## src/rtl/hall_emulator_if.sv

```systemverilog
// Bundles the run controls and the emulated Hall outputs of hall_emulator.
// The master side drives the controls and observes the Hall lines. The slave side is the emulator.
interface hall_emulator_if #(
    parameter int PERIOD_BITS = 24,
    parameter int REV_BITS    = 16
);
    logic                   en;
    logic                   dir;
    logic [PERIOD_BITS-1:0] sector_period;
    logic [1:0]             fault_mode;
    logic                   hall_1;
    logic                   hall_2;
    logic                   hall_3;
    logic [2:0]             sector;
    logic                   step_pulse;
    logic [REV_BITS-1:0]    rev_count;

    modport master (
        output en, dir, sector_period, fault_mode,
        input  hall_1, hall_2, hall_3, sector, step_pulse, rev_count
    );

    modport slave (
        input  en, dir, sector_period, fault_mode,
        output hall_1, hall_2, hall_3, sector, step_pulse, rev_count
    );
endinterface

```

## src/rtl/hall_emulator.sv

```systemverilog
// Hall-sensor emulator. It steps through the six valid Hall codes at a programmable
// dwell time in either direction, and counts electrical revolutions.
// It can force the invalid codes 000 and 111 so that downstream fault handling can be exercised.
module hall_emulator #(
    parameter int PERIOD_BITS = 24,
    parameter int REV_BITS    = 16
) (
    input  logic            clk_ctrl,
    input  logic            rst_ctrl,
    hall_emulator_if.slave  bus
);
    localparam logic [1:0] FM_NORMAL = 2'b00;
    localparam logic [1:0] FM_ZERO   = 2'b01;
    localparam logic [1:0] FM_ONE    = 2'b10;
    localparam logic [1:0] FM_FREEZE = 2'b11;

    // Sector index to {hall_3, hall_2, hall_1}. Neighbouring sectors differ in one bit.
    function automatic logic [2:0] hall_code(input logic [2:0] s);
        case (s)
            3'd0:    hall_code = 3'b001;
            3'd1:    hall_code = 3'b101;
            3'd2:    hall_code = 3'b100;
            3'd3:    hall_code = 3'b110;
            3'd4:    hall_code = 3'b010;
            default: hall_code = 3'b011;
        endcase
    endfunction

    logic [PERIOD_BITS-1:0] cnt_q, cnt_d;
    logic [PERIOD_BITS-1:0] period_q, period_d;
    logic [2:0]             sector_q, sector_d;
    logic [REV_BITS-1:0]    rev_q, rev_d;
    logic [2:0]             hall_q, hall_d;
    logic                   step_pulse_q, step_pulse_d;
    logic                   run;
    logic                   step;

    // Next-state logic: dwell counting, period latch, sector stepping, revolution count, Hall output selection.
    always_comb begin
        // NOTE: every signal assigned here gets a default first, so no path leaves it unassigned and no latch is inferred.
        cnt_d        = cnt_q;
        period_d     = period_q;
        sector_d     = sector_q;
        rev_d        = rev_q;
        hall_d       = hall_q;
        step_pulse_d = 1'b0;

        run  = bus.en && (period_q != '0) && (bus.fault_mode != FM_FREEZE);
        step = run && (cnt_q == period_q - PERIOD_BITS'(1));

        if (!bus.en || period_q == '0) begin
            cnt_d = '0;
        end else if (run) begin
            cnt_d = step ? '0 : cnt_q + PERIOD_BITS'(1);
        end

        // A new period takes effect only at a sector boundary, or while idle or stalled.
        if (!bus.en || period_q == '0 || step) begin
            period_d = bus.sector_period;
        end

        if (step) begin
            if (!bus.dir) begin
                sector_d = (sector_q == 3'd5) ? 3'd0 : sector_q + 3'd1;
                if (sector_q == 3'd5) rev_d = rev_q + REV_BITS'(1);
            end else begin
                sector_d = (sector_q == 3'd0) ? 3'd5 : sector_q - 3'd1;
                if (sector_q == 3'd0) rev_d = rev_q - REV_BITS'(1);
            end
        end

        // Forced codes mask the output only. Internal stepping continues underneath.
        case (bus.fault_mode)
            FM_ZERO: hall_d = 3'b000;
            FM_ONE:  hall_d = 3'b111;
            default: hall_d = hall_code(sector_d);
        endcase

        // A step can only occur when fault_mode is not FREEZE. The pulse is also suppressed while a code is forced.
        step_pulse_d = step && (bus.fault_mode == FM_NORMAL);
    end

    // State register with synchronous active-high reset.
    always_ff @(posedge clk_ctrl) begin
        // NOTE: sequential state uses non-blocking assignments, so all flops update together at the edge.
        if (rst_ctrl) begin
            cnt_q        <= '0;
            period_q     <= '0;
            sector_q     <= 3'd0;
            rev_q        <= '0;
            hall_q       <= 3'b001;
            step_pulse_q <= 1'b0;
        end else begin
            cnt_q        <= cnt_d;
            period_q     <= period_d;
            sector_q     <= sector_d;
            rev_q        <= rev_d;
            hall_q       <= hall_d;
            step_pulse_q <= step_pulse_d;
        end
    end

    assign bus.hall_1     = hall_q[0];
    assign bus.hall_2     = hall_q[1];
    assign bus.hall_3     = hall_q[2];
    assign bus.sector     = sector_q;
    assign bus.step_pulse = step_pulse_q;
    assign bus.rev_count  = rev_q;
endmodule

```

## src/flat_wrapper.sv

```systemverilog
// flat-port wrapper written by rule: the top's interface ports become plain ports
module hall_emulator_flat 
#(
    parameter int PERIOD_BITS = 24,
    parameter int REV_BITS    = 16
)
  (clk_ctrl, rst_ctrl, bus_en, bus_dir, bus_sector_period, bus_fault_mode, bus_hall_1, bus_hall_2, bus_hall_3, bus_sector, bus_step_pulse, bus_rev_count);
  hall_emulator_if #(.PERIOD_BITS(PERIOD_BITS), .REV_BITS(REV_BITS)) bus_i ();
  input  logic clk_ctrl;
  input  logic rst_ctrl;
  input wire logic [$bits(bus_i.en)-1:0] bus_en;
  input wire logic [$bits(bus_i.dir)-1:0] bus_dir;
  input wire logic [$bits(bus_i.sector_period)-1:0] bus_sector_period;
  input wire logic [$bits(bus_i.fault_mode)-1:0] bus_fault_mode;
  output wire logic [$bits(bus_i.hall_1)-1:0] bus_hall_1;
  output wire logic [$bits(bus_i.hall_2)-1:0] bus_hall_2;
  output wire logic [$bits(bus_i.hall_3)-1:0] bus_hall_3;
  output wire logic [$bits(bus_i.sector)-1:0] bus_sector;
  output wire logic [$bits(bus_i.step_pulse)-1:0] bus_step_pulse;
  output wire logic [$bits(bus_i.rev_count)-1:0] bus_rev_count;
  assign bus_i.en = bus_en;
  assign bus_i.dir = bus_dir;
  assign bus_i.sector_period = bus_sector_period;
  assign bus_i.fault_mode = bus_fault_mode;
  assign bus_hall_1 = bus_i.hall_1;
  assign bus_hall_2 = bus_i.hall_2;
  assign bus_hall_3 = bus_i.hall_3;
  assign bus_sector = bus_i.sector;
  assign bus_step_pulse = bus_i.step_pulse;
  assign bus_rev_count = bus_i.rev_count;
  hall_emulator #(.PERIOD_BITS(PERIOD_BITS), .REV_BITS(REV_BITS)) u_core (.clk_ctrl(clk_ctrl), .rst_ctrl(rst_ctrl), .bus(bus_i));
endmodule
```

## config.mk

```make
export PLATFORM = sky130hd
export DESIGN_NAME = hall_emulator_flat
export DESIGN_NICKNAME = d
export VERILOG_FILES = /design/src/rtl/hall_emulator_if.sv /design/src/rtl/hall_emulator.sv /design/src/flat_wrapper.sv
export SDC_FILE = /design/constraint.sdc
export NUM_CORES = 1
export LEC_CHECK = 0
export BUFFER_PORTS_ARGS = -buffer_cell sky130_fd_sc_hd__buf_2
export CORE_AREA = 2 2 88 90
export CTS_CLUSTER_DIAMETER = 30
export DETAILED_ROUTE_END_ITERATION = 10
export DIE_AREA = 0 0 90 92
export PLACE_DENSITY = 0.93
export RECOVER_POWER = 25
export SLEW_MARGIN = 20
export SYNTH_ARGS = -nofsm -noshare
export SYNTH_HDL_FRONTEND = slang
export SYNTH_SLANG_ARGS = --single-unit
export TNS_END_PERCENT = 50
```

## constraint.sdc

```tcl
create_clock -name clk_ctrl -period 10.6 [get_ports clk_ctrl]
set_input_delay 1.59 -clock clk_ctrl [delete_from_list [all_inputs] [get_ports clk_ctrl]]
set_output_delay 1.59 -clock clk_ctrl [all_outputs]
set_load 0.01 [all_outputs]
```

-- Word level (Yosys, flattened, before mapping)
Index checks and enable logic that the tools add are counted.
- word-level logic and storage cells: 47
- output and inout bits: 23
- register bits: 71
- multiplexer cells: 10
- reductions and logical operators: 15
- equal/unequal tests: 10
- add/sub/neg operators: 6
- operators by type and width (cell ; count):
    $mux 16 ; 3
    $add 24x1->24 const B ; 1
    $eq 24x24->1 ; 1
    $logic_not 24->1 ; 1
    $mux 24 ; 1
    $reduce_bool 24->1 ; 1
    $sub 24x1->24 const B ; 1
    $add 16x1->16 const B ; 1
    $sub 16x1->16 const B ; 1
    $pmux 3 s5 ; 1
    $mux 3 ; 4
    $eq 3x2->1 const B ; 2
    $eq 3x3->1 const B ; 2
    $logic_not 3->1 ; 2
    $pmux 3 s2 ; 1
    $logic_and 1x1->1 ; 4
    $add 3x1->3 const B ; 1
    $eq 3x1->1 const B ; 1
    $reduce_and 3->1 ; 1
    $sub 3x1->3 const B ; 1
    $eq 2x1->1 const B ; 1
    $eq 2x2->1 const B ; 1
    $logic_not 2->1 ; 1
    $logic_or 1x1->1 ; 2
    other kinds (5) ; 5

-- Depth between registers and ports, before layout
- depth after elaboration: 8
- mapped depth: 14

-- Worst setup path before layout
Ideal clock, no wire load.
- path type: in2reg
- from: input bus_fault_mode[0]
- to: register u_core.hall_q[0]
- arrival: 3.802 ns
- data required time: 10.543 ns
- cell stages on the path: 8
- setup slack: 6.741 ns
- library setup time: 0.057 ns
- path through: ha_1 a311oi_1 o2111ai_1 or4_1 buf_6 mux2_4 a21oi_1 o32a_2
- word-level cells in the longest chain between the ends: 7
- elaborated cells on any way between the ends: 13
- RTL lines (item ; RTL line ; text):
    start: declaration ; flat_wrapper.sv:14 ; input wire logic [$bits(bus_i.fault_mode)-1:0] bus_fault_mode;
    $ne 2x2->1 ; hall_emulator.sv:48 ; run = bus.en && (period_q != '0) && (bus.fault_mode != FM_FREEZE);
    $logic_and 1x1->1 ; hall_emulator.sv:48 ;
    $logic_and 1x1->1 ; hall_emulator.sv:49 ; step = run && (cnt_q == period_q - PERIOD_BITS'(1));
    $mux 3 ; hall_emulator.sv:62 ; if (step) begin
    $eq 3x3->1, or another cell as far along ; hall_emulator.sv:19 ; case (s)
    $pmux 3 s5 ; hall_emulator.sv:19 ;
    $pmux 3 s2 (*) ; hall_emulator.sv:73 ; case (bus.fault_mode)
    end signal: assignment ; hall_emulator.sv:98 ; hall_q <= hall_d;
    end: declaration ; hall_emulator.sv:33 ; logic [2:0] hall_q, hall_d;
Mark *: on every way between the ends. The rest lies on a longest branch, timed or not.
A chain may end at the register's enable or synchronous reset.

-- Worst setup path in the final report
- from: input bus_fault_mode[0]
- to: register u_core.rev_q[14] (netlist: u_core.bus.rev_count[14])
- word-level cells in the longest chain between the ends: 4
- RTL lines (item ; RTL line ; text):
    $ne 2x2->1 ; hall_emulator.sv:48 ;
    $logic_and 1x1->1 ; hall_emulator.sv:48 ;
    $logic_and 1x1->1 ; hall_emulator.sv:49 ;
    $reduce_and 3->1 (no line) ; -- ;
    end signal: assignment ; hall_emulator.sv:97 ; rev_q <= rev_d;
    end: declaration ; hall_emulator.sv:32 ; logic [REV_BITS-1:0] rev_q, rev_d;
No other way between the ends.

==> metrics list <==
- The initial utilization of the core area, before any placement, comes to 0.609.
- Detailed Routing Iterations Pass 1: 6
* Portion of the post-synthesis area used by sequential elements: 0.314
- CTS H-Tree Depth: 3
- Min Clock Period, post-route: 4340 ps
- Most common cell after layout, fill and taps aside: nor2_1
* Arrival time reported for the critical path endpoint: 4560 ps
- Data on the critical path is required at its endpoint by 10820 ps.
* Hold depth: 2
* Worst-path clk slew: 80 ps
* Clock tree from TritonCTS: done
- The worst setup path is captured at a flip-flop.
- Along the worst path, the maximum fanout reaches 16.
* Initial antenna violation count: 0
* Global-route wire length before repair: 17500 um
- Clock network latency to the later pin of the worst-skew pair: 370 ps
* Clock tree root driver cell: clkbuf_8
- For this run, the number of Yosys warnings is 0.
- STA classifies the critical path startpoint as a primary input.
- The floorplan step defined a die boundary enclosing 8280 um2.
* Number of slew-limit violations in the final report: 0
- The flow ran to the end, and the final reports show no timing, DRC or antenna violations.
- Final weighted congestion of routability-driven global placement: 0.936
- Hold-critical path endpoint: u_core.cnt_q[1]$_SDFFE_PP0P_
* Mapped Area: 4530 um2
- Flip-flop and latch count after synthesis: 71
* Post-Syn Area per Cell: 8.39 um2
- Across the routed clock network, the largest skew measured is 11.3 ps.
* Post-cts gate resize count: 0
* Die X-Extent: 90 um
- Vertical die dimension: 92 um
- Setup repair after global routing missed its margin: no
- Max-cap violations: 0
* Initial detailed-routing violation count: 308
- Detailed Route WL: 10600 um
* Post-synthesis net count: 592
- For this run, the leading register cell type out of synthesis is dfxtp_1.
* Path depth of the worst reg2reg path: 11
- The worst register-to-register path has a setup slack of 6370 ps.
- Setup violations remaining at the end of the flow were counted as 0.
- After layout, the design draws a total of 576 uW.
* Via count of the first global-routing pass: 3948
- Overall fraction of global-route tracks in use: 0.257
* Hold Path Class: flip-flop to flip-flop
- In this run the critical register-to-register path is launched from u_core.period_q[0]$_SDFFE_PP0P_.
- Counting the buffers created by CTS gives 9.
- After floorplanning, the core was divided into 32 placement rows.
* Most used cells in the layout excluding fill and tap cells: nor2_1, dfxtp_1, mux2i_1
* Dpl hpwl: 7660 um
- From synthesis to final layout, the design area changed by 9.19%.
- DRC Markers: 0
- Rel. slew slack: 0.394
* Power density normalized to cell area: 116 nW/um2
- Counting flops with a built-in enable in the synthesized netlist gives 0.
* Maximum number of pins on one net before global-route repair: 51
- In this run the count of I/O pins placed on the die edge is 53.
* Leakage power total: 0.00193 uW
- Final Cycle Share: 0.410
- Number of clock sinks: 71
* Netlist cell types: 65
* Instance count of the mapped netlist: 540
- The hold violation total from the final report came to 0.
- Clock Tree Buf Depth: 2
- Total number of vias: 4176
- The repair_antennas step left the layout with diodes totalling 0.
- The critical path in this run is classified as primary input to flip-flop.
- Adding up every negative setup slack in the final design gives 0 ps.
- During placement, the flow inserted port buffers numbering 52.
- FFs w/ async S/R, synth: 0
- Summed over all layers, the global routing overflow is 0.
- Number of setup buffers added after CTS: 0
- For the pin with the worst max-slew slack, the measured transition is 909 ps.
* RR Endpoint: u_core.bus.rev_count[14]$_SDFFE_PP0P_
- The count of nets left with antenna violations once routing finished came out at 0.
* Drt wl/cell: 15.4 um
- Number of hold-repair buffers added at the cts stage: 0
* Highest clock frequency the design can meet: 230 MHz
* Nets: 631
- Hold wc startpoint: u_core.cnt_q[1]$_SDFFE_PP0P_
- The core region is 7450 um2.
- Share of layout cells above drive strength 1: 0.113
- IR analysis of the VDD net gives a maximum drop of 0.0765 mV.
- Number of vias per cell after detailed routing: 6.09
## area by class of cell
class / count / area [um2]
timing repair buffer: 53 / 239
sequential: 71 / 1420
multi-input combinational: 427 / 2920
fill: 593 / 2500
clock inverter: 7 / 50.0
inverter: 17 / 63.8
clock buffer: 9 / 124
tap: 102 / 128
## cell families (layout without fill, tap and decap cells)
family	after synthesis	after routing	share of synthesized area
simple gates	223	223	0.246
compound gates	81	81	0.125
flops	71	71	0.314
xor+xnor	62	62	0.123
buf+inv	42	86	0.0420
mux	39	39	0.0875
fa+ha+maj	22	22	0.0624
## synth_stat cells (2+ instances only)
cell / number / share of area
a22oi_1: 2 / 0.0033
and2_1: 6 / 0.0083
nor4_1: 6 / 0.0083
o21ai_0: 10 / 0.011
or4_1: 6 / 0.0099
o22ai_1: 2 / 0.0028
nor2_1: 92 / 0.076
nand2_1: 27 / 0.022
xnor2_1: 33 / 0.064
a21oi_1: 19 / 0.021
and3_1: 8 / 0.011
buf_4: 2 / 0.0033
or2_2: 7 / 0.0097
a21boi_0: 3 / 0.0050
ha_1: 21 / 0.058
or3_1: 8 / 0.011
nand3b_1: 6 / 0.0099
inv_1: 17 / 0.014
nand3_1: 17 / 0.019
nor3_1: 14 / 0.015
a311oi_1: 2 / 0.0039
o21a_1: 3 / 0.0050
clkbuf_1: 18 / 0.015
a211oi_1: 3 / 0.0050
buf_2: 2 / 0.0022
mux2i_1: 37 / 0.082
xor2_1: 28 / 0.054
a21o_1: 2 / 0.0033
nor2b_1: 5 / 0.0069
o311ai_0: 2 / 0.0039
dfxtp_1: 71 / 0.31
o2111ai_1: 4 / 0.0077
a31oi_1: 5 / 0.0069
o31ai_1: 3 / 0.0050
buf_6: 3 / 0.0075
o211ai_1: 7 / 0.012
a2111oi_0: 2 / 0.0039
nor3b_1: 2 / 0.0033
nand4_1: 9 / 0.012
## critical path, cell delays in order
cell and delay, ps:
buf_2 110, ha_1 250, a311oi_1 590, o2111ai_1 350
nor4_4 540, and2_1 800, mux2i_1 260, nor2_1 60
## sequential cells by signal, indices dropped and copies added (netlist names)
| signal | count |
|---|---|
| u_core.period_q | 24 |
| u_core.bus.rev_count | 16 |
| u_core.bus.sector | 3 |
| u_core.bus.step_pulse | 1 |
| u_core.cnt_q | 24 |
| u_core.hall_q | 3 |
## stage by stage
step	cell area, um2	utilization	setup slack (ps)	hold slack [ps]	cells
after floorplan	4530	-	6740	464	540
after detailed placement	4800	0.645	5870	491	670
after global routing	4950	0.664	6010	553	686
after global placement	4800	0.645	6040	484	670
final	4950	0.664	6260	530	686
after CTS	4980	0.668	6250	525	686
## where the power goes
group | leakage [uW] | total (uW) | switching, uW | internal [uW]
sequential | 0.000578 | 284 | 10.7 | 274
combinational | 0.00127 | 95.0 | 55.3 | 39.7
clock | 0.0000812 | 196 | 112 | 84.6
## how the worst max path moves through the flow
stage	cells after the start	slack (ps)	from	end
detailed placement	8	5870	bus_fault_mode[0]	u_core.bus.rev_count[9]$_SDFFE_PP0P_
global placement	8	6040	bus_fault_mode[0]	u_core.bus.rev_count[4]$_SDFFE_PP0P_
global route	8	6010	bus_fault_mode[0]	u_core.bus.rev_count[8]$_SDFFE_PP0P_
finish	8	6260	bus_fault_mode[0]	u_core.bus.rev_count[14]$_SDFFE_PP0P_
CTS	8	6250	bus_fault_mode[0]	u_core.bus.rev_count[12]$_SDFFE_PP0P_
floorplan	8	6740	bus_fault_mode[0]	u_core.hall_q[0]$_SDFF_PP1_
## per-layer routing
metal / vias up / global-route usage / part of all wire / routed length (um)
met3: 57 / 0.0444 / 0.063 / 668
met2: 201 / 0.457 / 0.49 / 5210
li1: 1989 / - / - / -
met5: - / 0 / 0 / 0
met4: 0 / 0.135 / 0.036 / 382
met1: 1929 / 0.294 / 0.41 / 4320
No activity file was read; power rests on OpenSTA's default activity.
